==> src/rtl/washer_plant_sense_if.sv <==
// Controller <-> plant-sensor signal bundle for washer_plant_sense.
// master = washer controller side, slave = plant sensor side.
interface washer_plant_sense_if;
    logic       tick;
    logic       door_sw;
    logic       door_lock;
    logic       motor_on;
    logic       fill_value_on;
    logic       drain_value_on;
    logic       door_close;
    logic       filled;
    logic       drained;
    logic       cycle_timeout;
    logic       spin_timeout;
    logic       fault;
    logic [7:0] level;

    modport master (
        output tick, door_sw, door_lock, motor_on, fill_value_on, drain_value_on,
        input  door_close, filled, drained, cycle_timeout, spin_timeout, fault, level
    );

    modport slave (
        input  tick, door_sw, door_lock, motor_on, fill_value_on, drain_value_on,
        output door_close, filled, drained, cycle_timeout, spin_timeout, fault, level
    );
endinterface

==> src/rtl/washer_plant_sense.sv <==
// Washer plant model: tank level, wash/spin timers and debounced door switch.
// Optional sticky fault flag built only when WASHER_SENSE_FAULT_EN is defined.
module washer_plant_sense #(
    parameter int unsigned LEVEL_MAX  = 200,
    parameter int unsigned WASH_TICKS = 1000,
    parameter int unsigned SPIN_TICKS = 500,
    parameter int unsigned DEBOUNCE   = 16
) (
    input  logic clk,
    input  logic reset,
    washer_plant_sense_if.slave bus
);

    localparam logic [7:0]  LVL_MAX  = 8'(LEVEL_MAX);
    localparam logic [15:0] WASH_MAX = 16'(WASH_TICKS);
    localparam logic [15:0] SPIN_MAX = 16'(SPIN_TICKS);
    localparam logic [7:0]  DEB_LAST = 8'(DEBOUNCE - 1);

    logic [7:0]  level_q, level_d;
    logic        filled_q, filled_d;
    logic        drained_q, drained_d;
    logic [15:0] wash_q, wash_d;
    logic        cyc_to_q, cyc_to_d;
    logic [15:0] spin_q, spin_d;
    logic        spin_to_q, spin_to_d;
    logic        spin_cond;
    logic        sync1_q, sync2_q;
    logic [7:0]  deb_q, deb_d;
    logic        door_close_q, door_close_d;

    always_comb begin
        level_d = level_q;
        if (bus.tick) begin
            if (bus.fill_value_on && !bus.drain_value_on && level_q != LVL_MAX)
                level_d = level_q + 8'd1;
            else if (bus.drain_value_on && !bus.fill_value_on && level_q != '0)
                level_d = level_q - 8'd1;
        end
        filled_d  = (level_q == LVL_MAX);
        drained_d = (level_q == '0);

        wash_d = wash_q;
        if (!bus.motor_on)
            wash_d = '0;
        else if (bus.tick && wash_q != WASH_MAX)
            wash_d = wash_q + 16'd1;
        cyc_to_d = bus.motor_on && (wash_q == WASH_MAX);

        spin_cond = bus.door_lock && !bus.motor_on && !bus.fill_value_on &&
                    !bus.drain_value_on && (level_q == '0);
        spin_d = spin_q;
        if (!spin_cond)
            spin_d = '0;
        else if (bus.tick && spin_q != SPIN_MAX)
            spin_d = spin_q + 16'd1;
        spin_to_d = spin_cond && (spin_q == SPIN_MAX);

        // Counter tracks consecutive cycles of disagreement; the DEBOUNCE-th one commits.
        deb_d        = deb_q;
        door_close_d = door_close_q;
        if (sync2_q == door_close_q) begin
            deb_d = '0;
        end else if (deb_q == DEB_LAST) begin
            door_close_d = sync2_q;
            deb_d        = '0;
        end else begin
            deb_d = deb_q + 8'd1;
        end
    end

    always_ff @(posedge clk or negedge reset) begin
        if (!reset) begin
            level_q      <= '0;
            filled_q     <= 1'b0;
            drained_q    <= 1'b1;
            wash_q       <= '0;
            cyc_to_q     <= 1'b0;
            spin_q       <= '0;
            spin_to_q    <= 1'b0;
            sync1_q      <= 1'b0;
            sync2_q      <= 1'b0;
            deb_q        <= '0;
            door_close_q <= 1'b0;
        end else begin
            level_q      <= level_d;
            filled_q     <= filled_d;
            drained_q    <= drained_d;
            wash_q       <= wash_d;
            cyc_to_q     <= cyc_to_d;
            spin_q       <= spin_d;
            spin_to_q    <= spin_to_d;
            sync1_q      <= bus.door_sw;
            sync2_q      <= sync1_q;
            deb_q        <= deb_d;
            door_close_q <= door_close_d;
        end
    end

`ifdef WASHER_SENSE_FAULT_EN
    logic fault_q, fault_d;

    always_comb begin
        fault_d = fault_q;
        if ((bus.fill_value_on && bus.drain_value_on) ||
            (bus.motor_on && level_q == '0) ||
            (!bus.door_lock && bus.motor_on))
            fault_d = 1'b1;
    end

    always_ff @(posedge clk or negedge reset) begin
        if (!reset)
            fault_q <= 1'b0;
        else
            fault_q <= fault_d;
    end

    assign bus.fault = fault_q;
`else
    assign bus.fault = 1'b0;
`endif

    assign bus.level         = level_q;
    assign bus.filled        = filled_q;
    assign bus.drained       = drained_q;
    assign bus.cycle_timeout = cyc_to_q;
    assign bus.spin_timeout  = spin_to_q;
    assign bus.door_close    = door_close_q;

endmodule

==> src/flat_wrapper.sv <==
// flat-port wrapper written by rule: the top's interface ports become plain ports
module washer_plant_sense_flat 
#(
    parameter int unsigned LEVEL_MAX  = 200,
    parameter int unsigned WASH_TICKS = 1000,
    parameter int unsigned SPIN_TICKS = 500,
    parameter int unsigned DEBOUNCE   = 16
)
  (clk, reset, bus_tick, bus_door_sw, bus_door_lock, bus_motor_on, bus_fill_value_on, bus_drain_value_on, bus_door_close, bus_filled, bus_drained, bus_cycle_timeout, bus_spin_timeout, bus_fault, bus_level);
  washer_plant_sense_if bus_i ();
  input  logic clk;
  input  logic reset;
  input wire logic [$bits(bus_i.tick)-1:0] bus_tick;
  input wire logic [$bits(bus_i.door_sw)-1:0] bus_door_sw;
  input wire logic [$bits(bus_i.door_lock)-1:0] bus_door_lock;
  input wire logic [$bits(bus_i.motor_on)-1:0] bus_motor_on;
  input wire logic [$bits(bus_i.fill_value_on)-1:0] bus_fill_value_on;
  input wire logic [$bits(bus_i.drain_value_on)-1:0] bus_drain_value_on;
  output wire logic [$bits(bus_i.door_close)-1:0] bus_door_close;
  output wire logic [$bits(bus_i.filled)-1:0] bus_filled;
  output wire logic [$bits(bus_i.drained)-1:0] bus_drained;
  output wire logic [$bits(bus_i.cycle_timeout)-1:0] bus_cycle_timeout;
  output wire logic [$bits(bus_i.spin_timeout)-1:0] bus_spin_timeout;
  output wire logic [$bits(bus_i.fault)-1:0] bus_fault;
  output wire logic [$bits(bus_i.level)-1:0] bus_level;
  assign bus_i.tick = bus_tick;
  assign bus_i.door_sw = bus_door_sw;
  assign bus_i.door_lock = bus_door_lock;
  assign bus_i.motor_on = bus_motor_on;
  assign bus_i.fill_value_on = bus_fill_value_on;
  assign bus_i.drain_value_on = bus_drain_value_on;
  assign bus_door_close = bus_i.door_close;
  assign bus_filled = bus_i.filled;
  assign bus_drained = bus_i.drained;
  assign bus_cycle_timeout = bus_i.cycle_timeout;
  assign bus_spin_timeout = bus_i.spin_timeout;
  assign bus_fault = bus_i.fault;
  assign bus_level = bus_i.level;
  washer_plant_sense #(.LEVEL_MAX(LEVEL_MAX), .WASH_TICKS(WASH_TICKS), .SPIN_TICKS(SPIN_TICKS), .DEBOUNCE(DEBOUNCE)) u_core (.clk(clk), .reset(reset), .bus(bus_i));
endmodule
==> config.mk <==
export PLATFORM = sky130hd
export DESIGN_NAME = washer_plant_sense_flat
export DESIGN_NICKNAME = d
export VERILOG_FILES = /design/src/rtl/washer_plant_sense_if.sv /design/src/rtl/washer_plant_sense.sv /design/src/flat_wrapper.sv
export SDC_FILE = /design/constraint.sdc
export NUM_CORES = 1
export LEC_CHECK = 0
export CORE_ASPECT_RATIO = 1.4
export CORE_MARGIN = 4
export CORE_UTILIZATION = 55
export CTS_CLUSTER_DIAMETER = 100
export DETAILED_ROUTE_END_ITERATION = 10
export GPL_TIMING_DRIVEN = 0
export HOLD_SLACK_MARGIN = 0.03
export PLACE_DENSITY = 0.76
export SYNTH_ARGS = -nofsm -noshare
export SYNTH_HDL_FRONTEND = slang
export SYNTH_SLANG_ARGS = --single-unit
==> constraint.sdc <==
create_clock -name clk -period 7.6 [get_ports clk]
set_input_delay 1.52 -clock clk [delete_from_list [all_inputs] [get_ports clk]]
set_output_delay 1.52 -clock clk [all_outputs]
set_load 0.01 [all_outputs]
==> summary.txt <==
Outcome
  – Run status: complete, no violations

Power and ir drop
  – VDD IR-drop max: 193 uV
  – Power Dens Cells: 233 nW/um^2
  – Leak Pwr: approximately 1.4 nW
  – Post-route total power: between 0.7 and 0.8 mW

Yosys
  – Number of flops mapped to enable cells by yosys: 0
  – Compound-cell area share of the yosys netlist: under 10%
  – Post-synthesis simple-gate area fraction: 22.4%
  – Synth Area in Adders: roughly 5.5%
  – Number of synthesized register bits: 55
  – Synthesized netlist cell count: approximately 290
  – Share of cell area taken by muxes after synthesis: roughly 2.0%
  – Post-synthesis area per instance: 9.93 um^2
  – Biggest area consumer among synthesized cells: sky130_fd_sc_hd__dfrtp_1
  – Top area cells in the synthesized netlist: sky130_fd_sc_hd__dfrtp_1, sky130_fd_sc_hd__xnor2_1, sky130_fd_sc_hd__nor2_1, sky130_fd_sc_hd__ha_1, sky130_fd_sc_hd__xor2_1
  – Post-Synthesis Cell Area: 2870 um^2
  – Combinational family with the most area after synthesis: simple AND/OR/NAND/NOR gates
  – Proportion of synthesized flip-flops having asynchronous set or reset: 100%
  – Top FF cell, synth: sky130_fd_sc_hd__dfrtp_1
  – Area share of xor/xnor cells in the synthesized design: between 10 and 15%
  – Post-synth net total: 309
  – YS warnings: 0
  – Post-synthesis cell type count: 45
  – Seq/Total Area, Yosys: approximately 48%
  – Share of Yosys cell area claimed by the top area cell type: 47.1%

Timing
  – Worst hold-check slack: roughly 360 ps
  – Remaining max-slew budget at the tightest pin: between 50% and 60%
  – Smallest setup slack after layout: about 3800 ps
  – Post-layout minimum cycle time: 3810 ps
  – Final Max Tran Viols: 0
  – Slew at the pin closest to its max-slew limit: around 640 ps
  – Final Hold Viols: 0
  – Summed negative setup slack over all endpoints: 0 ps
  – Highest attainable clock frequency: 0.263 GHz
  – Count of endpoints failing setup in the final report: 0
  – Post-route fraction of the period consumed by the critical path: approximately 50%
  – Setup repair after global routing missed its margin: no
  – Worst clock skew on the final layout: between 10 and 15 ps

Clock tree
  – Post-CTS Hold Fix Bufs: 0
  – Bufs on Longest Clock Path: 2
  – Total number of H-tree levels: 2
  – Resize count post-CTS: 0
  – Clock-pin slew reported for the worst setup and hold paths after clock tree synthesis: roughly 110 ps
  – Clock latency on the worst-skew pair: 320 ps
  – Number of sinks driven by the clock tree: 55
  – Setup bufs post-CTS: 0
  – Number of CTS-inserted buffers: 5
  – Root Buffer: sky130_fd_sc_hd__clkbuf_8
  – TritonCTS clock tree: yes

Finish
  – Final Util: roughly two thirds
  – Area growth from synthesis to layout: 13.3%
  – Reg area: 1380 um^2
  – Cell area after layout: roughly 3300 um^2
  – Share of final-layout standard cells stronger than drive strength 1: 7.26%
  – Post-route non-filler standard cell count: 381
  – Final-layout fill cell count: 430
  – Area of the multi-input gates: 1410 um^2
  – Final-stage net count: 336
  – Antenna diode count: 0

Flow run
  – Max-cap check violation count: 0

Die
  – Initial core utilization: roughly 58%
  – Num rows: 30
  – Die W: ~69 um
  – Area of the die: 6450 um^2
  – Overall die height: 93.5 um
  – Placeable core area: between 4000 and 5000 um^2
  – Io pins: 22

Placement
  – Setup WS pre-CTS: 3470 ps
  – Placed Cells incl. Taps: roughly 370
  – Number of input and output port buffers inserted: 19
  – RePlAce Congestion: between 0.8 and 0.9
  – Dpl cell area: around 3200 um^2
  – Half-perimeter wire length of the detailed placement result: about 3.9 mm

Min path
  – Min-delay worst type: reg2reg

GRT
  – Wire length of the first global-routing pass: about 9.3 mm
  – Overflow left after global routing: 0
  – All-layer global routing usage: approximately 18%
  – Number of antenna violations at the first check in global routing: 0
  – Via count of the first global-routing pass: 2090
  – Pin count of the biggest net entering global routing: 34

Detailed routing
  – Residual DRC count: 0
  – Detailed Route WL: 5.25 mm
  – Routed wire per std cell: between 10 and 15 um
  – Initial DRT Pass Iterations: 4
  – Post-DRT Antenna Nets: 0
  – Via count normalized by instance count: about 5.5
  – Number of DRC markers in iteration 0: between 70 and 80
  – Number of vias after detailed routing: 2082

Worst setup path
  – Worst Path Class, Setup: in2reg
  – Type of element capturing the critical path: flip-flop
  – Startpoint kind of the worst setup timing path: input port
  – Endpoint arrival time on the critical path: 4020 ps
  – Highest net fanout along the worst path: 7
  – Required @ worst endpoint: 7810 ps
-- logic make-up (layout without fill, tap and decap cells) --
logic type | Yosys count | in the layout
adder cells (fa/ha/maj) | 12 | 12
buffers and inverters | 19 | 47
AO/OA/AOI/OAI | 30 | 30
XOR/XNOR | 40 | 40
AND/OR/NAND/NOR | 127 | 127
flip-flops | 55 | 55
other | 1 | 1
multiplexers | 5 | 5
-- area by class of cell --
type                            count  area share, %
Timing Repair Buffer               20           6.31
Clock inverter                      3          0.885
Inverter                           11           1.27
Clock buffer                        5           2.12
Sequential cell                    55           42.3
Multi-Input combinational cell    215           43.3
Tap cell                           64           2.46
Buffer                              8           1.31
-- registers in the layout (all words and copies together) (netlist names) --
register and flops:
u_core.bus.cycle_timeout 1, u_core.bus.door_close 1, u_core.bus.drained 1, u_core.bus.filled 1
u_core.bus.level 8, u_core.bus.spin_timeout 1, u_core.deb_q 8, u_core.spin_q 16
u_core.sync1_q 1, u_core.sync2_q 1, u_core.wash_q 16
-- worst max-delay path, stage by stage --
cell,delay (ps)
sky130_fd_sc_hd__clkdlybuf4s50_1,480
sky130_fd_sc_hd__nor2b_1,130
sky130_fd_sc_hd__o31a_1,200
sky130_fd_sc_hd__inv_1,160
sky130_fd_sc_hd__ha_1,330
sky130_fd_sc_hd__a211oi_1,280
sky130_fd_sc_hd__nor2_1,110
sky130_fd_sc_hd__a221oi_1,290
sky130_fd_sc_hd__mux2_2,380
sky130_fd_sc_hd__xnor2_1,120
-- cell usage in the layout, fill, tap and decap left out, types with 3 or more instances in the layout --
| cell | n |
|---|---|
| sky130_fd_sc_hd__clkbuf_8 | 5 |
| sky130_fd_sc_hd__nand4_1 | 8 |
| sky130_fd_sc_hd__nor4b_1 | 3 |
| sky130_fd_sc_hd__and3_1 | 7 |
| sky130_fd_sc_hd__nor4bb_1 | 3 |
| sky130_fd_sc_hd__nor2_1 | 42 |
| sky130_fd_sc_hd__a21oi_1 | 9 |
| sky130_fd_sc_hd__nor3_1 | 8 |
| sky130_fd_sc_hd__nand2_1 | 22 |
| sky130_fd_sc_hd__ha_1 | 11 |
| sky130_fd_sc_hd__inv_1 | 11 |
| sky130_fd_sc_hd__clkbuf_1 | 4 |
| sky130_fd_sc_hd__or3_1 | 5 |
| sky130_fd_sc_hd__nand3_1 | 15 |
| sky130_fd_sc_hd__xnor2_1 | 25 |
| sky130_fd_sc_hd__nor4_1 | 3 |
| sky130_fd_sc_hd__dfrtp_1 | 54 |
| sky130_fd_sc_hd__and2_1 | 4 |
| sky130_fd_sc_hd__clkdlybuf4s50_1 | 18 |
| sky130_fd_sc_hd__xor2_1 | 15 |
| sky130_fd_sc_hd__mux2_2 | 3 |
| sky130_fd_sc_hd__o21ai_0 | 8 |
-- Yosys cell counts (all sizes together) (2+ instances only) --
library cell and instances:
a211oi 2, a21o 2, a21oi 9, and2 4
and3 7, and4 2, buf 4, clkbuf 4
dfrtp 54, ha 11, inv 11, mux2 4
nand2 22, nand3 15, nand4 9, nor2 42
nor3 9, nor4 3, nor4b 3, nor4bb 3
o21ai 9, o21bai 2, or3 5, xnor2 25
xor2 15
-- report_power, final --
part / leakage [nW] / internal [mW] / total [mW] / switching [mW]
Clock: 0.0502 / 0.0685 / 0.174 / 0.105
Sequential: 0.741 / 0.318 / 0.355 / 0.0374
Combinational: 0.580 / 0.124 / 0.231 / 0.106
Total: 1.37 / 0.511 / 0.760 / 0.249
-- routing by layer --
layer	wire length, um	global-route usage, %	up-vias
li1	-	-	1045
met1	2400	22.3	996
met2	2600	30.2	32
met3	147	3.12	9
met4	104	7.33	0
met5	0	0	-
-- final timing paths --
kind	start	to	slack [ps]	cells past startpoint
min in group asynchronous	reset	u_core.wash_q[12]	1170	1
hold reg to reg	u_core.sync1_q	u_core.sync2_q	360	0
setup reg to reg	u_core.bus.level[5]	u_core.bus.level[7]	4420	9
setup / recovery	bus_fill_value_on	u_core.bus.level[7]	3790	10
max in group asynchronous	reset	u_core.bus.drained	5810	2
hold / removal	u_core.sync1_q	u_core.sync2_q	360	0
No activity file was read; power rests on OpenSTA's default activity.
